**config.mk**
```make
export PLATFORM = sky130hd
export DESIGN_NAME = seq_bin_to_bcd
export DESIGN_NICKNAME = d
export VERILOG_FILES = /design/src/rtl/timer_pkg.sv /design/src/rtl/bcd_digit_adjust.sv /design/src/rtl/seq_bin_to_bcd.sv
export SDC_FILE = /design/constraint.sdc
export NUM_CORES = 1
export LEC_CHECK = 0
export ABC_AREA = 1
export ABC_CLOCK_PERIOD_IN_PS = 2600
export CORE_UTILIZATION = 42
export CTS_CLUSTER_DIAMETER = 50
export DETAILED_ROUTE_END_ITERATION = 12
export DONT_BUFFER_PORTS = 1
export GPL_ROUTABILITY_DRIVEN = 0
export GPL_TIMING_DRIVEN = 0
export SYNTH_ARGS = -nofsm -noshare
export SYNTH_HDL_FRONTEND = slang
export SYNTH_SLANG_ARGS = --single-unit
```
**constraint.sdc**
```tcl
create_clock -name clk -period 2.6 [get_ports clk]
set_input_delay 0.78 -clock clk [delete_from_list [all_inputs] [get_ports clk]]
set_output_delay 0.78 -clock clk [all_outputs]
set_load 0.05 [all_outputs]
```
**src/rtl/timer_pkg.sv**
```systemverilog
// Shared constants and FSM state type for the timer display BCD path.
// Digit width, add-3 correction threshold/amount, converter states.
package timer_pkg;

  localparam int BCD_DIGIT_W    = 4;
  localparam int BCD_ADJ_THRESH = 5;
  localparam int BCD_ADJ_ADD    = 3;

  typedef enum logic {
    IDLE    = 1'b0,
    CONVERT = 1'b1
  } state_t;

endpackage

```
**src/rtl/bcd_digit_adjust.sv**
```systemverilog
// Double-dabble digit correction: +3 when the digit is >= 5, else pass-through.
// Purely combinational, zero latency, no flow control.
module bcd_digit_adjust
  import timer_pkg::*;
(
  input  logic [BCD_DIGIT_W-1:0] dig_in,
  output logic [BCD_DIGIT_W-1:0] dig_out
);

  // Inputs 5..9 land on 8..12, so the 4-bit add never wraps for legal digits.
  always_comb begin
    dig_out = dig_in;
    if (dig_in >= BCD_DIGIT_W'(BCD_ADJ_THRESH)) begin
      dig_out = dig_in + BCD_DIGIT_W'(BCD_ADJ_ADD);
    end
  end

endmodule

```
**src/rtl/seq_bin_to_bcd.sv**
```systemverilog
// Sequential binary-to-BCD converter, one bit per clock; done BIN_W clocks after start is accepted.
// No backpressure: start is ignored while busy; SEQ_BIN_TO_BCD_SAT_EN adds ovf and saturates to all 9s.
module seq_bin_to_bcd
  import timer_pkg::*;
#(
  parameter int BIN_W  = 8,
  parameter int DIGITS = 3,
  parameter int CNT_W  = $clog2(BIN_W + 1)
) (
  input  logic                            clk,
  input  logic                            rst,
  input  logic                            start,
  input  logic [BIN_W-1:0]                bin_in,
  output logic                            busy,
  output logic                            done,
  output logic [BCD_DIGIT_W*DIGITS-1:0]   bcd_out
`ifdef SEQ_BIN_TO_BCD_SAT_EN
  ,
  output logic                            ovf
`endif
);

  localparam int BCD_W = BCD_DIGIT_W * DIGITS;
  localparam int SR_W  = BCD_W + BIN_W;

  state_t            state_q, state_d;
  logic [SR_W-1:0]   sr_q, sr_d, sr_adj, sr_shift;
  logic [CNT_W-1:0]  cnt_q, cnt_d;
  logic              busy_q, busy_d;
  logic              done_q, done_d;
  logic [BCD_W-1:0]  bcd_q, bcd_d;
  logic              last;

  genvar g;
  generate
    for (g = 0; g < DIGITS; g++) begin : g_adj
      bcd_digit_adjust u_adj (
        .dig_in  (sr_q  [BIN_W + BCD_DIGIT_W*g +: BCD_DIGIT_W]),
        .dig_out (sr_adj[BIN_W + BCD_DIGIT_W*g +: BCD_DIGIT_W])
      );
    end
  endgenerate

  assign sr_adj[BIN_W-1:0] = sr_q[BIN_W-1:0];
  assign sr_shift          = sr_adj << 1;
  assign last              = (cnt_q == CNT_W'(BIN_W - 1));

`ifdef SEQ_BIN_TO_BCD_SAT_EN
  // Any 1 leaving the top digit means the running value passed 10^DIGITS-1;
  // the value only grows as bits are appended, so the flag is made sticky.
  logic ovf_acc_q, ovf_acc_d, ovf_q, ovf_d, ovf_now;
  assign ovf_now = ovf_acc_q | sr_adj[SR_W-1];
  assign ovf     = ovf_q;
`endif

  always_comb begin
    state_d = state_q;
    sr_d    = sr_q;
    cnt_d   = cnt_q;
    busy_d  = busy_q;
    done_d  = 1'b0;
    bcd_d   = bcd_q;
`ifdef SEQ_BIN_TO_BCD_SAT_EN
    ovf_acc_d = ovf_acc_q;
    ovf_d     = ovf_q;
`endif
    case (state_q)
      IDLE: begin
        if (start) begin
          sr_d    = {{BCD_W{1'b0}}, bin_in};
          cnt_d   = '0;
          busy_d  = 1'b1;
          state_d = CONVERT;
`ifdef SEQ_BIN_TO_BCD_SAT_EN
          ovf_acc_d = 1'b0;
`endif
        end
      end
      CONVERT: begin
        sr_d  = sr_shift;
        cnt_d = cnt_q + CNT_W'(1);
`ifdef SEQ_BIN_TO_BCD_SAT_EN
        ovf_acc_d = ovf_now;
`endif
        if (last) begin
          done_d  = 1'b1;
          busy_d  = 1'b0;
          state_d = IDLE;
`ifdef SEQ_BIN_TO_BCD_SAT_EN
          ovf_d = ovf_now;
          bcd_d = ovf_now ? {DIGITS{4'h9}} : sr_shift[SR_W-1 -: BCD_W];
`else
          bcd_d = sr_shift[SR_W-1 -: BCD_W];
`endif
        end
      end
      default: state_d = IDLE;
    endcase
  end

  always_ff @(posedge clk or posedge rst) begin
    if (rst) begin
      state_q <= IDLE;
      sr_q    <= '0;
      cnt_q   <= '0;
      busy_q  <= 1'b0;
      done_q  <= 1'b0;
      bcd_q   <= '0;
`ifdef SEQ_BIN_TO_BCD_SAT_EN
      ovf_acc_q <= 1'b0;
      ovf_q     <= 1'b0;
`endif
    end else begin
      state_q <= state_d;
      sr_q    <= sr_d;
      cnt_q   <= cnt_d;
      busy_q  <= busy_d;
      done_q  <= done_d;
      bcd_q   <= bcd_d;
`ifdef SEQ_BIN_TO_BCD_SAT_EN
      ovf_acc_q <= ovf_acc_d;
      ovf_q     <= ovf_d;
`endif
    end
  end

  assign busy    = busy_q;
  assign done    = done_q;
  assign bcd_out = bcd_q;

endmodule

```
# After elaboration in Yosys (flattened, before gate mapping)
# Index checks and enable logic that the tools add are counted.
[word_totals]
register_bits = 39
latchBits = 0
mem_bits_rw = 0
mem_bits_ro = 0
inputBits = 11
mem_count = 0
[classes]
n_addsub = 4
n_mul = 0
div = 0
magnitude_cmp = 3
eq_ne = 3
shifts = 0
n_mux = 15
n_bitwise = 1
reduce_logical = 2
[op_table]
columns = ["op", "count"]
rows = [
  ["one-hot mux 20 bit (2 select lines)", 1],
  ["2-to-1 mux 20 bit", 1],
  ["greater-or-equal comparator 4 x 3 -> 1 bit (second input constant)", 3],
  ["2-to-1 mux 4 bit", 3],
  ["adder 4 x 2 -> 4 bit (second input constant)", 2],
  ["one-hot mux 4 bit (2 select lines)", 1],
  ["2-to-1 mux 1 bit", 6],
  ["adder 4 x 1 -> 4 bit (second input constant)", 1],
  ["== test 4 x 3 -> 1 bit (second input constant)", 1],
  ["one-hot mux 1 bit (2 select lines)", 2],
  ["AND reduction 2 bit", 2],
  ["adder 3 x 2 -> 3 bit (second input constant)", 1],
  ["2-to-1 mux 3 bit", 1],
  ["!= test 2 x 1 -> 1 bit (second input constant)", 1],
  ["!= test 2 bit (second input constant)", 1],
  ["inverter 1 bit", 1],
]

# Longest topological paths before layout
# Gate-level depths: netlist (run 1).
[logic_depth]
word_depth = 3
mapped_depth = 9
depth_no_buf = 9

# Hierarchy
# A second synthesis (run 1) with hierarchy kept.
[unflattened]
cells_unflattened = 253
area_unflattened_um2 = 2031.9
[modules_own_cells]
columns = ["module", "n_inst", "cells_per_inst", "area_per_inst_um2"]
rows = [
  ["seq_bin_to_bcd", 1, 184, 1626.6],
  ["bcd_digit_adjust", 3, 23, 135.1],
]

# Worst setup path after synthesis (run 1)
# OpenSTA, ideal clock, no wires.
[synth_timing]
kind = "flip-flop to output port"
startpoint = "reg busy_q, in the netlist busy"
endpoint = "out busy"
arrival_time_ps = 601
required_time_ps = 1820
slack_ps = 1219
path_stages_with_launch = 1
n_path_buf = 0
path_cell_list = "dfrtp_1"
[synth_lines]
columns = ["element", "line", "rtl"]
rows = [
  ["start: declaration", "seq_bin_to_bcd.sv:29", "logic busy_q, busy_d;"],
  ["start signal: assignment", "seq_bin_to_bcd.sv:117", "busy_q <= busy_d;"],
  ["end: declaration", "seq_bin_to_bcd.sv:14", "output logic busy,"],
]
# No word-level cell between the ends.

# Worst setup path in the final report (run 1)
[layout_timing]
startpoint = "reg bcd_q[0], in the netlist bcd_out[0]"
endpoint = "out bcd_out[0]"
[layout_lines]
columns = ["element", "line", "rtl"]
rows = [
  ["start: declaration", "seq_bin_to_bcd.sv:31", "logic [BCD_W-1:0] bcd_q, bcd_d;"],
  ["start signal: assignment", "seq_bin_to_bcd.sv:108", "bcd_q <= '0;"],
  ["start signal: assignment", "seq_bin_to_bcd.sv:119", "bcd_q <= bcd_d;"],
  ["end: declaration", "seq_bin_to_bcd.sv:16", "output logic [BCD_DIGIT_W*DIGITS-1:0] bcd_out"],
]
# No word-level cell between the ends.

==> flow_metrics.py, run 1 <==
metrics = {
    "synthesis": {
        "synthCells": 215,
        "synthAdderAreaFrac_pct": 4.80,
        "ys_seq_area_share_pct": 53.5,
        "yosysWarnings": 0,
        "synth-seq-cells": 39,
        "synth_top_family_by_area": "simple AND/OR/NAND/NOR gates",
        "synth_cell_types": 20,
        "synthMuxAreaShare_pct": 0,
        "synthSimpleGateAreaFrac_pct": 28.4,
        "synth_xor_area_share_pct": 0.480,
        "syn-cell-area_mm2": 0.00182,
        "synth_compound_gate_area_share_pct": 6.45,
        "syn-num-nets": 233,
        "syn_avg_cell_area_um2": 8.48,
    },
    "layout": {
        "antenna_cells": 0,
        "final_cell_area_mm2": 0.00199,
        "syn_to_final_growth_pct": 9.13,
        "layout_commonest_cell": "nand2_1",
        "layout.nets": 240,
        "drive_above_1_share_pct": 8.52,
        "utilization_pct": 48.7,
        "mostFrequentLayoutCells": "nand2_1 (83), dfrtp_1 (39), nand3_1 (26)",
    },
    "clock_tree": {
        "clk_latency_ps": 290,
        "cts_hold_buf": 0,
        "cts_buffer_depth": 2,
        "cts_tree": "done",
        "cts.reportedPaths.clkPinSlew_ps": 80,
        "cts_max_level": 2,
        "cts_root_buffer": "clkbuf_8",
        "ctsResizeCount": 0,
        "cts.sinks": 39,
        "cts_setup_buffers": 0,
        "numCtsBuffers": 5,
    },
    "route": {
        "drc": 0,
        "drtAntennaViolNets": 0,
        "avgRoutedWirePerCell_um": 12.6,
        "wirelength_um": 3440,
        "dr.pass1.iters": 4,
        "vias_per_cell": 5.04,
        "routed-via-count": 1377,
        "drt-initial-drc-count": 65,
    },
    "critical_path": {
        "path_max_fanout": 2,
        "arrival_ps": 940,
        "cp-end-kind": "output port",
        "critPathKind": "flip-flop to output port",
        "required_ps": 1820,
        "ff2ff_setup_slack_ps": 1210,
        "start_kind": "flip-flop",
    },
    "global_route": {
        "antenna_found_initial": 0,
        "grt_pass1_wl_um": 5750,
        "grt_usage_pct": 17.3,
        "grt_max_degree": 40,
        "overflow": 0,
        "grt_pass1_vias": 1257,
    },
    "sta": {
        "grt_setup_unrepaired": "false",
        "max-slew-margin-rel_pct": 46.9,
        "fin_crit_sh_pct": 66.1,
        "timing.fmax_ghz": 0.582,
        "slew_violations": 0,
        "setup_viol": 0,
        "fin_skew_ps": 11.4,
        "fin_crit_ps": 1720,
        "worst_slew_pin_slew_ps": 796,
        "whs_ps": 488,
        "finalSetupTns_ps": 0,
        "hold_viol_final": 0,
    },
    "floorplan": {
        "die-area_mm2": 0.00461,
        "ios": 25,
        "die_width_um": 67.9,
        "die_h_um": 67.9,
        "initial_core_util_pct": 44.6,
        "rows": 23,
        "core_area_mm2": 0.00409,
    },
    "placement": {
        "placed_area_mm2": 0.00189,
        "numPortBuffers": 0,
        "place_hpwl_um": 2410,
    },
    "run": {
        "maxCapViolCount": 0,
    },
    "power": {
        "power.density_mw_per_mm2": 1440,
        "vdd_drop_max_uv": 665,
        "p_leak_uw": 0.00101,
    },
    "hold_path": {
        "hp-class": "flip-flop to flip-flop",
    },
    "outcome": {
        "status": "complete, no violations",
    },
}
-- sequential cells by signal (all words and copies together) (netlist names) --
| name | flops |
|---|---|
| done | 1 |
| busy | 1 |
| sr_q | 20 |
| cnt_q | 4 |
| bcd_out | 12 |
| state_q | 1 |
-- logic make-up (layout without fill, tap and decap cells) --
| family | count (synthesis) | count (layout) |
|---|---|---|
| simple gates | 122 | 122 |
| flops | 39 | 39 |
| buf+inv | 26 | 34 |
| compound gates | 20 | 20 |
| fa+ha+maj | 7 | 7 |
| xor+xnor | 1 | 1 |
-- layout make-up --
type	count	area [um2]
fillers	401	2100
flip-flops and latches	39	976
multi-input cells	150	732
clock buffers	7	96.3
inverters	20	75.1
well taps	50	62.6
plain buffers	6	40.0
clock inverters	1	7.51
-- worst paths after layout --
check,startpoint,end,cells past startpoint
max,bcd_out[0]$_DFFE_PP0P_,bcd_out[0],0
min,sr_q[17]$_DFFE_PP0P_,sr_q[17]$_DFFE_PP0P_,2
max reg2reg,cnt_q[0]$_DFFE_PP0P_,bcd_out[1]$_DFFE_PP0P_,7
min reg2reg,sr_q[17]$_DFFE_PP0P_,sr_q[17]$_DFFE_PP0P_,2
max in group asynchronous,rst,sr_q[15]$_DFFE_PP0P_,1
min in group asynchronous,rst,bcd_out[11]$_DFFE_PP0P_,1
-- power breakdown --
part	switching [uW]	internal (uW)
clock	212	241
sequential	517	878
combinational	632	383
-- stage by stage --
stage	worst slack (ps)	total power, uW	std cells
after floorplan	931	2200	215
final	882	2860	273
after global placement	451	2420	265
after CTS	867	2910	273
after detailed placement	994	2440	265
after global routing	847	3120	273
-- synthesized netlist by cell type --
| cell | n | area (um2) |
|---|---|---|
| nand2_1 | 83 | 312 |
| dfrtp_1 | 39 | 976 |
| nand3_1 | 26 | 130 |
| inv_1 | 18 | 67.6 |
| o21ai_0 | 13 | 65.1 |
| ha_1 | 7 | 87.6 |
| nor2_1 | 6 | 22.5 |
| nand4_1 | 5 | 31.3 |
| o22ai_1 | 3 | 18.8 |
| a22o_1 | 2 | 17.5 |
| buf_2 | 2 | 10.0 |
| buf_4 | 2 | 15.0 |
| inv_2 | 2 | 7.51 |
| buf_6 | 1 | 11.3 |
| clkbuf_1 | 1 | 3.75 |
| nand2_2 | 1 | 6.26 |
| nor3_4 | 1 | 16.3 |
| o211ai_1 | 1 | 7.51 |
| o21ai_2 | 1 | 8.76 |
| xnor2_1 | 1 | 8.76 |
-- routing by layer --
| layer | GRT usage, % | up-vias | wire length (um) |
|---|---|---|---|
| met5 | 0 | - | 0 |
| met4 | 7.81 | 0 | 58 |
| met3 | 5.50 | 6 | 155 |
| met2 | 26.1 | 26 | 1530 |
| met1 | 22.5 | 634 | 1700 |
| li1 | - | 711 | - |
No activity file was read; power rests on OpenSTA's default activity.
==> run 2, diff against run 1 <==
--- a/config.mk
+++ b/config.mk
@@ -6,7 +6,7 @@
 export NUM_CORES = 1
 export LEC_CHECK = 0
 export ABC_AREA = 1
-export ABC_CLOCK_PERIOD_IN_PS = 2600
+export ABC_CLOCK_PERIOD_IN_PS = 1600
 export CORE_UTILIZATION = 42
 export CTS_CLUSTER_DIAMETER = 50
 export DETAILED_ROUTE_END_ITERATION = 12
==> constraint.sdc (replaced) <==
create_clock -name clk -period 1.6 [get_ports clk]
set_input_delay 0.48 -clock clk [delete_from_list [all_inputs] [get_ports clk]]
set_output_delay 0.48 -clock clk [all_outputs]
set_load 0.05 [all_outputs]
==> results of run 2 <==
Same layout as run 1 (identical final DEF). Status: complete, no violations.
Main changes from that run: setup slack after placement 994 ps -> 182 ps; setup slack after layout 882 ps -> 182 ps; hold slack 488 ps -> 207 ps; register-to-register setup slack 1210 ps -> 210 ps; total power 2860 uW -> 4650 uW; worst IR drop on VDD 665 uV -> 1080 uV
